File: src/rtl/riscv_decode_stage.sv
// RV32/64 decode stage: one-cycle latency from accept to out_valid, fully decoded fields.
// Backpressure: output register plus one skid entry; in_ready is registered and drops only while the skid entry is full.
module riscv_decode_stage #(
  parameter int              XLEN     = 32,
  parameter logic [XLEN-1:0] RESET_PC = '0
) (
  input  logic            clk,
  input  logic            rst,
  input  logic            in_valid,
  output logic            in_ready,
  input  logic [XLEN-1:0] in_pc,
  input  logic [31:0]     in_instr,
  input  logic            flush,
  output logic            out_valid,
  input  logic            out_ready,
  output logic [XLEN-1:0] out_pc,
  output logic [2:0]      out_fmt,
  output logic [4:0]      out_rs1,
  output logic [4:0]      out_rs2,
  output logic [4:0]      out_rd,
  output logic [2:0]      out_funct3,
  output logic [XLEN-1:0] out_imm,
  output logic [3:0]      out_alu_op,
  output logic            out_reg_write,
  output logic            out_mem_read,
  output logic            out_mem_write,
  output logic            out_branch,
  output logic            out_jump,
  output logic            out_illegal
);

  localparam logic [2:0] FMT_R   = 3'd0;
  localparam logic [2:0] FMT_I   = 3'd1;
  localparam logic [2:0] FMT_S   = 3'd2;
  localparam logic [2:0] FMT_B   = 3'd3;
  localparam logic [2:0] FMT_U   = 3'd4;
  localparam logic [2:0] FMT_J   = 3'd5;
  localparam logic [2:0] FMT_ILL = 3'd7;

  localparam logic [3:0] ALU_AND = 4'b0000;
  localparam logic [3:0] ALU_OR  = 4'b0001;
  localparam logic [3:0] ALU_ADD = 4'b0010;
  localparam logic [3:0] ALU_SUB = 4'b0110;
  localparam logic [3:0] ALU_SLT = 4'b0111;
  localparam logic [3:0] ALU_XOR = 4'b1100;

  localparam logic [6:0] OPC_LUI    = 7'b0110111;
  localparam logic [6:0] OPC_AUIPC  = 7'b0010111;
  localparam logic [6:0] OPC_JAL    = 7'b1101111;
  localparam logic [6:0] OPC_JALR   = 7'b1100111;
  localparam logic [6:0] OPC_BRANCH = 7'b1100011;
  localparam logic [6:0] OPC_LOAD   = 7'b0000011;
  localparam logic [6:0] OPC_STORE  = 7'b0100011;
  localparam logic [6:0] OPC_IMM    = 7'b0010011;
  localparam logic [6:0] OPC_OP     = 7'b0110011;

  localparam logic [2:0] STORE_MAX_F3 = (XLEN == 64) ? 3'b011 : 3'b010;

  typedef struct packed {
    logic [XLEN-1:0] pc;
    logic [2:0]      fmt;
    logic [4:0]      rs1;
    logic [4:0]      rs2;
    logic [4:0]      rd;
    logic [2:0]      funct3;
    logic [XLEN-1:0] imm;
    logic [3:0]      alu_op;
    logic            reg_write;
    logic            mem_read;
    logic            mem_write;
    logic            branch;
    logic            jump;
    logic            illegal;
  } dec_t;

  dec_t        dec;
  dec_t        out_q;
  dec_t        skid_q;
  logic        out_valid_q;
  logic        skid_valid;
  logic        in_ready_q;
  logic        accept;
  logic        advance;
  logic        skid_load;
  logic        skid_keep;

  logic [6:0]  opcode;
  logic [2:0]  f3;
  logic [6:0]  f7;
  logic        legal;
  logic        f3_ok;
  logic [3:0]  f3_op;
  logic [31:0] imm32;

  assign opcode = in_instr[6:0];
  assign f3     = in_instr[14:12];
  assign f7     = in_instr[31:25];

  // funct3 to ALU op for OP/IMM; unsupported funct3 values are illegal there
  always_comb begin
    f3_ok = 1'b1;
    f3_op = ALU_ADD;
    case (f3)
      3'b000:  f3_op = ALU_ADD;
      3'b111:  f3_op = ALU_AND;
      3'b110:  f3_op = ALU_OR;
      3'b100:  f3_op = ALU_XOR;
      3'b010:  f3_op = ALU_SLT;
      default: f3_ok = 1'b0;
    endcase
  end

  always_comb begin
    dec    = '0;
    legal  = 1'b0;
    imm32  = '0;
    dec.pc = in_pc;
    dec.funct3 = f3;
    dec.alu_op = ALU_ADD;
    dec.fmt    = FMT_ILL;
    case (opcode)
      OPC_LUI, OPC_AUIPC: begin
        legal = 1'b1; dec.fmt = FMT_U; dec.reg_write = 1'b1;
      end
      OPC_JAL: begin
        legal = 1'b1; dec.fmt = FMT_J; dec.reg_write = 1'b1; dec.jump = 1'b1;
      end
      OPC_JALR: begin
        legal = (f3 == 3'b000); dec.fmt = FMT_I; dec.reg_write = 1'b1; dec.jump = 1'b1;
      end
      OPC_BRANCH: begin
        legal = (f3 != 3'b010) && (f3 != 3'b011);
        dec.fmt = FMT_B; dec.alu_op = ALU_SUB; dec.branch = 1'b1;
      end
      OPC_LOAD: begin
        legal = !((f3 == 3'b011) && (XLEN == 32)) && (f3 != 3'b110) && (f3 != 3'b111);
        dec.fmt = FMT_I; dec.reg_write = 1'b1; dec.mem_read = 1'b1;
      end
      OPC_STORE: begin
        legal = (f3 <= STORE_MAX_F3); dec.fmt = FMT_S; dec.mem_write = 1'b1;
      end
      OPC_IMM: begin
        legal = f3_ok; dec.fmt = FMT_I; dec.alu_op = f3_op; dec.reg_write = 1'b1;
      end
      OPC_OP: begin
        dec.fmt = FMT_R; dec.reg_write = 1'b1;
        if (f7 == 7'b0000000) begin
          legal = f3_ok; dec.alu_op = f3_op;
        end else if (f7 == 7'b0100000) begin
          legal = (f3 == 3'b000); dec.alu_op = ALU_SUB;
        end
      end
      default: legal = 1'b0;
    endcase

    if (in_instr[1:0] != 2'b11) legal = 1'b0;

    if (!legal) begin
      dec.fmt       = FMT_ILL;
      dec.alu_op    = ALU_ADD;
      dec.reg_write = 1'b0;
      dec.mem_read  = 1'b0;
      dec.mem_write = 1'b0;
      dec.branch    = 1'b0;
      dec.jump      = 1'b0;
      dec.illegal   = 1'b1;
    end

    case (dec.fmt)
      FMT_I:   imm32 = {{20{in_instr[31]}}, in_instr[31:20]};
      FMT_S:   imm32 = {{20{in_instr[31]}}, in_instr[31:25], in_instr[11:7]};
      FMT_B:   imm32 = {{19{in_instr[31]}}, in_instr[31], in_instr[7], in_instr[30:25],
                        in_instr[11:8], 1'b0};
      FMT_U:   imm32 = {in_instr[31:12], 12'b0};
      FMT_J:   imm32 = {{11{in_instr[31]}}, in_instr[31], in_instr[19:12], in_instr[20],
                        in_instr[30:21], 1'b0};
      default: imm32 = '0;
    endcase
    dec.imm = {{(XLEN-31){imm32[31]}}, imm32[30:0]};

    dec.rs1 = (dec.fmt == FMT_U || dec.fmt == FMT_J) ? 5'd0 : in_instr[19:15];
    dec.rs2 = (dec.fmt == FMT_R || dec.fmt == FMT_S || dec.fmt == FMT_B) ? in_instr[24:20] : 5'd0;
    dec.rd  = (dec.fmt == FMT_S || dec.fmt == FMT_B) ? 5'd0 : in_instr[11:7];
  end

  assign accept    = in_valid && in_ready_q;
  assign advance   = !out_valid_q || out_ready;
  assign skid_load = !advance && accept;
  assign skid_keep = !advance && skid_valid;

  // skid only fills when the output is stalled, so it always holds the younger entry
  always_ff @(posedge clk) begin
    if (rst) begin
      out_q       <= '0;
      out_q.pc    <= RESET_PC;
      out_valid_q <= 1'b0;
      skid_q      <= '0;
      skid_valid  <= 1'b0;
      in_ready_q  <= 1'b0;
    end else if (flush) begin
      out_valid_q <= 1'b0;
      skid_valid  <= 1'b0;
      in_ready_q  <= 1'b1;
    end else begin
      in_ready_q <= !(skid_load || skid_keep);
      if (advance) begin
        if (skid_valid) begin
          out_q       <= skid_q;
          out_valid_q <= 1'b1;
          skid_valid  <= 1'b0;
        end else if (accept) begin
          out_q       <= dec;
          out_valid_q <= 1'b1;
        end else begin
          out_valid_q <= 1'b0;
        end
      end else if (accept) begin
        skid_q     <= dec;
        skid_valid <= 1'b1;
      end
    end
  end

  assign in_ready      = in_ready_q;
  assign out_valid     = out_valid_q;
  assign out_pc        = out_q.pc;
  assign out_fmt       = out_q.fmt;
  assign out_rs1       = out_q.rs1;
  assign out_rs2       = out_q.rs2;
  assign out_rd        = out_q.rd;
  assign out_funct3    = out_q.funct3;
  assign out_imm       = out_q.imm;
  assign out_alu_op    = out_q.alu_op;
  assign out_reg_write = out_q.reg_write;
  assign out_mem_read  = out_q.mem_read;
  assign out_mem_write = out_q.mem_write;
  assign out_branch    = out_q.branch;
  assign out_jump      = out_q.jump;
  assign out_illegal   = out_q.illegal;

endmodule

File: config.mk
export PLATFORM = sky130hd
export DESIGN_NAME = riscv_decode_stage
export DESIGN_NICKNAME = d
export VERILOG_FILES = /design/src/rtl/riscv_decode_stage.sv
export SDC_FILE = /design/constraint.sdc
export NUM_CORES = 1
export LEC_CHECK = 0
export BUFFER_PORTS_ARGS = -buffer_cell sky130_fd_sc_hd__clkbuf_2
export CAP_MARGIN = 20
export CORE_UTILIZATION = 45
export CTS_BUF_LIST = sky130_fd_sc_hd__clkbuf_8
export DETAILED_ROUTE_END_ITERATION = 7
export PLACE_DENSITY = 0.67
export SYNTH_ARGS = -nofsm -noshare
export SYNTH_HDL_FRONTEND = slang
export SYNTH_SLANG_ARGS = --single-unit
File: constraint.sdc
create_clock -name clk -period 3.3 [get_ports clk]
set_clock_uncertainty 0.1 [all_clocks]
set_input_delay 0.66 -clock clk [delete_from_list [all_inputs] [get_ports clk]]
set_output_delay 0.66 -clock clk [all_outputs]
set_load 0.02 [all_outputs]
# Word-level counts from Yosys, hierarchy flattened
# Index checks and enable logic that the tools add are counted.
[word_totals]
ramBits = 0
romBits = 0
inputBits = 69
output_inout_bits = 97
reg_bits = 193
wordCells = 115
n_memories = 0
latchBits = 0
[op_classes]
eq_ne = 25
n_mux = 26
add_sub_neg = 0
reduce_logical = 30
shifts = 0
mul = 0
n_bitwise = 2
n_div = 0
magnitude_cmp = 1
[op_table]
columns = ["operator", "n"]
rows = [
  ["two-way mux 95 bit", 2],
  ["one-hot mux 32 bit (5 select lines)", 1],
  ["== test 7 x 6 -> 1 bit (second input constant)", 4],
  ["== test 7 bit (second input constant)", 3],
  ["one-hot mux 3 bit (6 select lines)", 1],
  ["one-hot mux 4 bit (4 select lines)", 1],
  ["== test 3 bit (second input constant)", 5],
  ["two-way mux 5 bit", 3],
  ["== test 7 x 5 -> 1 bit (second input constant)", 2],
  ["== test 3 x 2 -> 1 bit (second input constant)", 4],
  ["two-way mux 1 bit", 12],
  ["one-hot mux 4 bit (3 select lines)", 1],
  ["two-way mux 10 bit", 1],
  ["OR reduction 3 bit", 3],
  ["== test 7 x 2 -> 1 bit (second input constant)", 1],
  ["zero test 7 bit", 1],
  ["one-hot mux 1 bit (7 select lines)", 1],
  ["OR reduction 7 bit", 1],
  ["logical AND 1 bit", 6],
  ["zero test 3 bit", 2],
  ["logical OR 1 bit", 6],
  ["two-way mux 3 bit", 2],
  ["inequality test 3 x 2 -> 1 bit (second input constant)", 2],
  ["inequality test 3 bit (second input constant)", 2],
  ["other kinds (10)", 17],
]

# Logic depth before layout (Yosys ltp)
# Gate-level depths: netlist (run 1).
[logic_depth]
word_depth = 13
mapped_depth = 9
depth_no_buf = 6

# Least setup slack after synthesis (run 1)
# Ideal clock, no wire load.
[synth_path]
kind = "input to register"
start = "input in_instr[25]"
end = "register out_q (netlist bit out_imm[0])"
setup_slack_ns = 0.418
path_buffers = 0
path_stages = 6
arrival_ns = 2.696
setup_time_ns = 0.086
t_required_ns = 3.114
cell_sequence = "or4_4 or3_4 o311a_4 a211oi_4 a32oi_1 a221oi_2"
[synth_via]
elab_chain_cells = 10
word_cells_on_any_way = 15
[synth_rtl]
columns = ["element", "line_no", "source"]
rows = [
  ["start, declared", "12", "input logic [31:0] in_instr,"],
  ["== test 7 x 6 -> 1 bit", "149", "end else if (f7 == 7'b0100000) begin"],
  ["two-way mux 1 bit", "149", ""],
  ["two-way mux 1 bit *", "147", "if (f7 == 7'b0000000) begin"],
  ["one-hot mux 1 bit (7 select lines) *", "121", "case (opcode)"],
  ["two-way mux 1 bit *", "156", "if (in_instr[1:0] != 2'b11) legal = 1'b0;"],
  ["two-way mux 3 bit *", "158", "if (!legal) begin"],
  ["== test 3 bit (tied with other cells)", "169", "case (dec.fmt)"],
  ["one-hot mux 32 bit (5 select lines) *", "169", ""],
  ["two-way mux 95 bit *", "211", "end else if (accept) begin"],
  ["two-way mux 95 bit *", "207", "if (skid_valid) begin"],
  ["end signal, assigned", "208", "out_q <= skid_q;"],
  ["end, declared", "77", "dec_t out_q;"],
]
# Mark *: on every way between the ends. The rest lies on a longest branch, timed or not. The select of a mux whose other input is x is not followed.
# A chain may end at the register's enable or synchronous reset.

# Worst setup path in the final report (run 1)
[layout_path]
start = "input in_instr[25]"
end = "register out_q (netlist bit out_imm[29])"
# The elaborated chain is that of the path after synthesis.

==> impl_metrics.csv, run 1 <==
group,metric,value,unit
synthesis,synth_top_cell_by_area,"dfxtp_1",
worst_setup_path,path_class,"input port to register",
worst_setup_path,slowest_stage,"or4_4",
worst_setup_path,worstPathRequired,3570,ps
placement,place_hpwl,14500,microns
synthesis,ys_seq_area_share,47.2,%
sta,fin_tns_setup,0,ps
power_and_ir_drop,peakVddDrop,253,uV
cells_and_area,drive_gt1_share,21.2,%
worst_setup_path,worstSetupStartpointType,"input port",
detailed_routing,postRouteAntennaNets,0,
detailed_routing,vias,7554,
grt,grt_overflow,0,
cts,clk_pin_slew,100,ps
cts,clkSinkCount,193,
synthesis,synth_cell_types,55,
cts,cts_root_buf,"clkbuf_8",
worst_setup_path,regToRegEndpoint,"out_imm[29]",
worst_setup_path,arrival,3020,ps
sta,rsz0062_at_grt,"false",
detailed_routing,vias_per_cell,5.65,
sta,relSlewSlack,35.5,%
synthesis,synthArstFlopShare,0,%
synthesis,synthCells,984,
synthesis,synth.area.top_cells,"dfxtp_1 (47%), nand2_1 (7.2%), a211oi_1 (6.8%)",
cts,htreeDepth,4,
run,cap_violations,0,
worst_setup_path,end_kind,"register",
placement,place.gp.congestion,0.859,
cts,cts_tree,"yes",
die,rows,48,
cts,cts_setup_buffers,0,
synthesis,yosysTopAreaCellShare,47.2,%
grt,grt_pass1_wl,34900,microns
detailed_routing,routedWlPerCell,16.6,microns
cts,cts_buffers,17,
sta,fmax,0.364,GHz
detailed_routing,drt_iter0_drc,569,
die,die_h,137,microns
worst_setup_path,r2r-start,"skid_valid",
die,start_util,46.7,%
cts,holdBufCountCts,0,
synthesis,avgSynthCellArea,8.32,sq um
status,outcome,"finished, final reports clean",
cells_and_area,nets,1169,
sta,tightest_slew,965,ps
grt,grt_max_degree,69,
worst_setup_path,path_delay_family,"compound AO/OA/AOI/OAI gates",
worst_hold_path,hold_path.class,"input port to register",
cells_and_area,diodes,0,
placement,numPortBuffers,165,
grt,antenna_found_initial,0,
grt,grt.total_usage,23.7,%
worst_setup_path,reg2reg_slack,780,ps
worst_hold_path,min-delay-start,"in_pc[3]",
sta,slew_viol_final,0,
grt,grt_pass1_vias,6710,
synthesis,synth_seq_cells,193,
cts,ctsResizeCount,0,
grt,top_usage_layer,"met2",
detailed_routing,dr.pass1.iters,5,
power_and_ir_drop,powerDensity,447,mW/mm^2
synthesis,synth_area,0.00819,sq mm
worst_hold_path,hold_path_end,"skid_q[66]",
cells_and_area,syn_to_final_growth,16.6,%
sta,whs,318,ps
worst_setup_path,max_stage_delay,560,ps
worst_setup_path,worst-path-max-fanout,11,
worst_setup_path,crit_path_cell_trace,"clkbuf_2 > or4_4 > or3_4 > o311a_4 > a21boi_4 > a21boi_1 > a221oi_1",
worst_setup_path,path_buf_inv,1,
grt,met3_usage,4.52,%
synthesis,synth_edf_count,0,
grt,met2_usage,36.8,%
sta,fin_crit,2750,ps
worst_hold_path,hold_path_depth,3,
detailed_routing,finalWirelength,22200,microns
power_and_ir_drop,leakage,0.00346,uW
synthesis,ys.flop_type,"dfxtp_1",
synthesis,yosysWarnings,0,
sta,period_share,83.2,%
detailed_routing,route.detailed.drc,0,
die,die_x,137,microns
die,core_area,0.0175,sq mm
die,io_pins,166,
synthesis,syn_nets,1053,
sta,setup_violations,0,
grt,use_met1,33.0,%
sta,finalHoldViolCount,0,
worst_setup_path,rr_worst_depth,5,
cts,clock_path_buffers,2,
die,die_area,0.0187,sq mm
cts,clkLatencyLatePin,460,ps
per-layer routing:
metal,vias up,part of all wire (%)
met5,-,0
met4,0,1.2
met3,20,5.9
met2,238,46
met1,3545,47
li1,3751,-
cells in the mapped netlist, types with 2 or more instances:
| cell | n |
|---|---|
| a211oi_1 | 74 |
| a21oi_1 | 98 |
| a221oi_1 | 15 |
| a221oi_2 | 2 |
| a22oi_1 | 5 |
| a311oi_1 | 22 |
| a31oi_1 | 4 |
| a32o_1 | 2 |
| a32oi_1 | 2 |
| and3_1 | 8 |
| and3b_1 | 2 |
| and4b_1 | 2 |
| buf_1 | 4 |
| buf_2 | 6 |
| clkbuf_1 | 81 |
| dfxtp_1 | 193 |
| inv_1 | 7 |
| mux2i_1 | 38 |
| nand2_1 | 157 |
| nand2b_1 | 6 |
| nand3_1 | 51 |
| nand3b_1 | 2 |
| nor2_1 | 105 |
| nor2b_1 | 3 |
| nor3_1 | 13 |
| nor3b_1 | 2 |
| o2111ai_1 | 4 |
| o211ai_1 | 2 |
| o21ai_0 | 43 |
| o21bai_1 | 2 |
| o2bb2ai_1 | 5 |
placed cells by master, fill, tap and decap left out, drive strengths merged, types with 2 or more instances in the layout:
cell      count
nand2b        6
clkbuf      183
a22oi         5
nor3b         2
a31oi         4
a21oi        98
a32oi         2
a221oi       17
and4b         2
and3          8
o211ai        2
a32o          2
nand3        51
nor2        105
o21ai        43
mux2i        38
nor3         13
buf          25
a21boi        3
nand3b        2
and2          2
and3b         2
a211oi       75
nand2       157
or3           2
o21bai        2
dfxtp       193
clkinvlp      2
o2bb2ai       5
a311oi       22
o2111ai       4
nor2b         3
inv           9
clkinv        6
state kept, by name, indices dropped and copies added (netlist names), 3 cells and up:
name / count
out_rs2: 5
out_funct3: 3
out_alu_op: 4
out_rs1: 5
out_rd: 5
out_fmt: 3
out_pc: 32
skid_q: 95
out_imm: 32
worst min-delay path: stages:
cell and delay (ps):
clkbuf_2 90, nand2_1 50, a21oi_1 50
worst max path at each step:
stage	end	startpoint	cells past startpoint	slack, ps
finish	out_imm[29]	in_instr[25]	7	550
global route	out_imm[28]	in_instr[5]	7	430
CTS	out_imm[29]	in_instr[25]	7	580
detailed placement	out_imm[29]	in_instr[25]	7	90
global placement	out_imm[0]	in_instr[25]	7	130
floorplan	out_imm[0]	in_instr[25]	6	420
cell type report:
type,instances,area (sq um)
Tap cell,225,282
Sequential cell,193,3870
Timing Repair Buffer,189,1050
Fill cell,1699,7990
Inverter,7,26.3
Multi-Input combinational cell,692,3970
Clock inverter,11,91.3
Clock buffer,19,262
where the power goes:
| group | leakage [uW] | total [uW] | internal (uW) | switching [uW] |
|---|---|---|---|---|
| logic | 0.00171 | 410 | 138 | 271 |
| registers | 0.00156 | 2410 | 2380 | 29.0 |
| clock network | 0.000185 | 1450 | 623 | 825 |
cell families (layout without fill, tap and decap cells):
logic type | Yosys count | in the layout | synth area share, %
compound gates | 292 | 292 | 24.3
buf+inv | 99 | 226 | 4.68
flops | 193 | 193 | 47.2
simple gates | 361 | 361 | 19.1
mux | 39 | 39 | 4.78
metrics by stage:
step / std cells / cell area [sq um] / total power, uW / setup slack, ps / utilization [%]
floorplan: 984 / 8190 / 2700 / 418 / -
global placement: 1306 / 9190 / 2870 / 131 / 52.4
detailed placement: 1306 / 9190 / 2870 / 89.7 / 52.4
CTS: 1336 / 9550 / 4290 / 580 / 54.4
global route: 1336 / 9550 / 4440 / 429 / 54.4
finish: 1336 / 9550 / 4270 / 553 / 54.4
No activity file was read; power rests on OpenSTA's default activity.
==> run 2: changes to the inputs <==
- PLACE_DENSITY: 0.67 -> 0.7
- clock period: 3.3 -> 2.25 ns (I/O delays scaled with it)
==> run 2 against run 1 <==
Net effect: the flow now finishes with violations (negative setup slack); critical path depth did not move; total power is 51% higher; final cell count increased by 4.3%; sequential power grew 46%; register-to-register slack lost 460 ps; hold slack got worse by 220 ps; die area unchanged; combinational power is 70% higher; non-clock buffer count is 55 higher; first-iteration DRC count is 1.4% higher; flip-flop and latch count stayed put; clock-buffer cell count fell by 2; critical path type unchanged; critical endpoint is now out_imm[24].
==> impl_metrics.csv, run 2 (synthesized netlist as in run 1, its figures left out) <==
group,metric,value,unit
detailed_routing,vias_per_cell,5.59,
grt,grt_pass1_wl,35300,microns
worst_setup_path,reg2reg_slack,320,ps
cells_and_area,diodes,0,
cells_and_area,syn_to_final_growth,27.5,%
cells_and_area,final_cell_mix,"dfxtp_1 (192), clkbuf_2 (163), nand2_1 (155), nor2_1 (105), a21oi_1 (95)",
detailed_routing,postRouteAntennaNets,0,
worst_setup_path,path_class,"input port to register",
worst_setup_path,max_stage_delay,550,ps
sta,period_share,102,%
detailed_routing,dr_wl_met3,1190,microns
worst_setup_path,arrival,2570,ps
worst_hold_path,min-delay-start,"in_pc[14]",
die,start_util,46.7,%
die,die_area,0.0187,sq mm
detailed_routing,met2_length,10500,microns
worst_hold_path,hold_path_depth,3,
cts,holdBufCountCts,0,
cts,clk_pin_slew,110,ps
cts,cts_buffers,17,
worst_setup_path,path_buf_inv,1,
sta,relSlewSlack,52.2,%
grt,grt_pass1_vias,6814,
cells_and_area,largest_register,"skid_q",
status,outcome,"finished with violations",
sta,slew_viol_final,0,
power_and_ir_drop,peakVddDrop,387,uV
cts,clkSinkCount,193,
cts,cts_root_buf,"clkbuf_8",
cts,cts_tree,"yes",
cts,clkLatencyLatePin,470,ps
placement,place_hpwl,14900,microns
cells_and_area,largest_reg_flops,95,
detailed_routing,top_layer_used,"met4",
sta,fmax,0.437,GHz
cells_and_area,nets,1224,
cells_and_area,drive_gt1_share,29.5,%
sta,setup_violations,20,
worst_hold_path,hold_path_end,"skid_q[77]",
detailed_routing,vias,7793,
worst_setup_path,crit_path_cell_trace,"buf_6 > or4_4 > or3_4 > o311a_4 > a21boi_4 > a21boi_4 > a221oi_2",
detailed_routing,dr.pass1.iters,5,
worst_setup_path,path_delay_family,"compound AO/OA/AOI/OAI gates",
grt,grt.total_usage,24.0,%
status,violations,"negative setup slack",
worst_setup_path,worstSetupStartpointType,"input port",
worst_setup_path,worst-path-max-fanout,11,
detailed_routing,routedWlPerCell,16.2,microns
cts,htreeDepth,4,
worst_setup_path,rr_worst_depth,5,
detailed_routing,drt_iter0_drc,577,
die,io_pins,166,
power_and_ir_drop,finalPower,6450,uW
cells_and_area,final_common_cell,"dfxtp_1",
die,rows,48,
sta,finalHoldViolCount,0,
grt,antenna_found_initial,0,
worst_setup_path,slowest_stage,"or4_4",
worst_setup_path,worstPathRequired,2540,ps
die,core_area,0.0175,sq mm
die,die_x,137,microns
run,cap_violations,0,
placement,place.gp.congestion,0.909,
detailed_routing,finalWirelength,22600,microns
sta,tightest_slew,718,ps
sta,rsz0062_at_grt,"true",
grt,grt_max_degree,71,
worst_setup_path,end_kind,"register",
power_and_ir_drop,powerDensity,617,mW/mm^2
power_and_ir_drop,leakage,0.00383,uW
worst_hold_path,hold_path.class,"input port to register",
worst_setup_path,regToRegEndpoint,"out_imm[20]",
worst_setup_path,crit_path_frequent_cell,"a21boi_4",
sta,layout_setup_ws,-38.0,ps
die,die_h,137,microns
sta,whs,95.3,ps
worst_setup_path,r2r-start,"in_ready",
grt,grt_overflow,0,
placement,numPortBuffers,165,
detailed_routing,route.detailed.drc,0,
sta,fin_crit,2290,ps
detailed_routing,met1Wirelength,10700,microns
cts,clock_path_buffers,2,
[run 2: cell type report]
type,instances,area [sq um]
Sequential cell,193,3870
Timing Repair Buffer,244,1600
Multi-Input combinational cell,692,4290
Fill cell,1580,7100
Tap cell,225,282
Inverter,7,26.3
Clock buffer,17,234
Clock inverter,15,148
[run 2: how the worst max path moves through the flow]
stage | from | depth (start not counted) | slack, ps | endpoint
finish | in_instr[25] | 7 | -40 | out_imm[24]
global placement | in_instr[25] | 8 | -500 | out_imm[0]
global route | in_instr[25] | 7 | -100 | out_imm[24]
CTS | in_instr[25] | 8 | -20 | skid_q[34]
detailed placement | in_instr[25] | 9 | -570 | out_imm[13]
floorplan | in_instr[25] | 6 | -330 | out_imm[1]
[run 2: power by group]
part           internal (uW)  switching (uW)
registers               3490            43.3
logic                    265             431
clock network            904            1310
total                   4660            1790
[run 2: routing by layer]
metal	vias to the layer above	GRT usage [%]
li1	3867	-
met1	3680	33.8
met2	227	36.9
met3	19	4.48
met4	0	7.08
met5	-	0
[run 2: tightest hold or removal path, cell delays in order]
cell and delay, ps:
clkbuf_2 90, nand2_1 50, a21oi_1 50
[run 2: what timing repair did]
item                       CTS  global route
buffers inserted             1             2
setup endpoints to repair   18            53
resized for setup            9            39
pin swaps                    2            19
[run 2: stage by stage]
stage | util [%] | setup slack, ps | area [sq um] | setup TNS, ps | instances
after floorplan | - | -325 | 8340 | -16420 | 984
after global placement | 56.0 | -502 | 9820 | -36070 | 1358
after detailed placement | 56.0 | -571 | 9820 | -38400 | 1358
after CTS | 58.3 | -19.5 | 10200 | -35.7 | 1391
after global routing | 59.5 | -95.2 | 10400 | -1940 | 1393
final | 59.5 | -38.0 | 10400 | -262 | 1393
==> run 3: changes to the inputs <==
- CORE_ASPECT_RATIO: unset -> 1.1
==> run 3 against run 2 <==
Net effect: the flow still finishes with violations (negative setup slack); register-to-register slack worse by 110 ps; hold slack better by 11 ps; final cell count is 0.86% higher; worst setup slack worse by 3.1 ps; via count is 0.55% higher; maximum frequency is 0.14% lower; first-iteration DRC count is 2.3% lower; non-clock buffer count stayed put; die area hardly changed; clock-buffer cell count is 1 higher; total power is 0.61% higher; critical path type unchanged; critical endpoint is now skid_q[29].
==> impl_metrics.csv, run 3 (synthesized netlist as in run 1, its figures left out) <==
group,metric,value,unit
cts,cts_buffers,17,
detailed_routing,route.detailed.drc,0,
status,violations,"negative setup slack",
cts,cts_root_buf,"clkbuf_8",
placement,numPortBuffers,165,
sta,slew_viol_final,0,
sta,rsz0062_at_grt,"true",
cts,cts_tree,"yes",
detailed_routing,postRouteAntennaNets,0,
run,cap_violations,0,
cells_and_area,largest_register,"skid_q",
worst_setup_path,end_kind,"register",
die,core_area,0.0177,sq mm
power_and_ir_drop,leakage,0.00383,uW
grt,antenna_found_initial,0,
die,die_area,0.0187,sq mm
status,outcome,"finished with violations",
cells_and_area,drive_gt1_share,28.2,%
die,rows,51,
worst_setup_path,worst-path-max-fanout,8,
sta,period_share,102,%
worst_hold_path,hold_path.class,"input port to register",
grt,grt_pass1_vias,6921,
worst_hold_path,hold_path_depth,3,
power_and_ir_drop,finalPower,6480,uW
cells_and_area,syn_to_final_growth,26.8,%
sta,layout_setup_ws,-41.1,ps
grt,grt_overflow,0,
sta,fin_crit,2290,ps
cells_and_area,final_cell_mix,"dfxtp_1 (192), clkbuf_2 (163), nand2_1 (156), nor2_1 (105), a21oi_1 (98)",
cells_and_area,diodes,0,
grt,grt_max_degree,64,
grt,grt.total_usage,24.2,%
cells_and_area,final_cell_area,0.0104,sq mm
worst_setup_path,rr_worst_depth,5,
worst_setup_path,arrival,2590,ps
worst_setup_path,worstSetupStartpointType,"input port",
worst_setup_path,path_class,"input port to register",
sta,tightest_slew,866,ps
placement,place.gp.congestion,0.884,
placement,place_hpwl,15100,microns
cts,clkLatencyLatePin,470,ps
detailed_routing,drt_iter0_drc,564,
detailed_routing,routedWlPerCell,16.3,microns
cells_and_area,largest_reg_flops,95,
die,die_x,131,microns
cts,clock_path_buffers,2,
power_and_ir_drop,powerDensity,625,mW/mm^2
sta,finalHoldViolCount,0,
detailed_routing,finalWirelength,22900,microns
sta,setup_violations,13,
cells_and_area,nets,1224,
cts,htreeDepth,4,
grt,grt_pass1_wl,35500,microns
cts,holdBufCountCts,0,
sta,fmax,0.436,GHz
cells_and_area,final_common_cell,"dfxtp_1",
power_and_ir_drop,peakVddDrop,344,uV
sta,whs,106,ps
detailed_routing,vias,7836,
detailed_routing,dr.pass1.iters,5,
sta,relSlewSlack,42.2,%
placement,place_area,0.00978,sq mm
die,start_util,46.1,%
die,die_h,143,microns
worst_setup_path,worstPathRequired,2550,ps
detailed_routing,vias_per_cell,5.58,
cts,clkSinkCount,193,
cts,clk_pin_slew,100,ps
die,io_pins,166,
-- run 3: cell count changes in the layout (fill, tap and decap cells not counted), moves of 3 or more --
cell | before | now
inv_1 | 7 | 10
a21oi_2 | 3 | 0
a311oi_1 | 13 | 19
clkinvlp_4 | 5 | 1
buf_6 | 4 | 8
a21oi_1 | 95 | 98
nand3_2 | 10 | 7
a311oi_2 | 9 | 3
nand3_1 | 40 | 43
-- run 3: per-stage QoR --
stage | util, % | setup WS, ps | instances | setup TNS, ps
after global placement | 55.1 | -543 | 1369 | -36250
after floorplan | - | -325 | 984 | -16420
final | 58.5 | -41.1 | 1405 | -222
after global routing | 58.5 | -72.2 | 1405 | -1030
after CTS | 58.0 | -4.67 | 1405 | -12.5
after detailed placement | 55.1 | -568 | 1369 | -38850
-- run 3: critical path: stages --
cell	delay [ps]
buf_6	90
or4_4	560
or3_4	370
buf_6	130
o31a_4	300
a21boi_4	220
buf_12	140
buf_12	110
a211oi_2	40
nor3_1	180
-- run 3: final timing paths --
kind                       to  slack, ps          from
hold / removal     skid_q[94]        110     in_pc[31]
hold reg to reg   out_imm[15]        360   out_imm[15]
setup reg to reg  out_imm[20]        210      in_ready
setup / recovery   skid_q[29]        -40  in_instr[28]
-- run 3: final cells by class --
cell class / instances / area (sq um)
Clock buffer: 18 / 248
Clock inverter: 13 / 140
Fill cell: 1649 / 7360
Inverter: 7 / 26.3
Multi-Input combinational cell: 692 / 4230
Sequential cell: 193 / 3870
Tap cell: 238 / 298
Timing Repair Buffer: 244 / 1580
-- run 3: power breakdown --
part           internal, uW  total [uW]  switching (uW)
logic                   259         682             424
clock network          1020        2270            1250
registers              3490        3530            44.1
-- run 3: routing by layer --
metal  vias up  share of wire, %  global-route usage [%]
li1       3864                 -                       -
met2       218                47                    39.5
met3        28               5.0                    3.72
met5         -                 0                       0
met1      3726                46                    32.0
met4         0               1.8                    9.26
-- run 3: repair_timing --
item                                   in CTS  in global routing
gates resized for setup                    14                 26
endpoints found under the hold margin       0                  0
setup endpoints to repair                  21                 56
gates cloned                                1                  0
setup buffers                               4                  2
pin swaps                                  19                 20
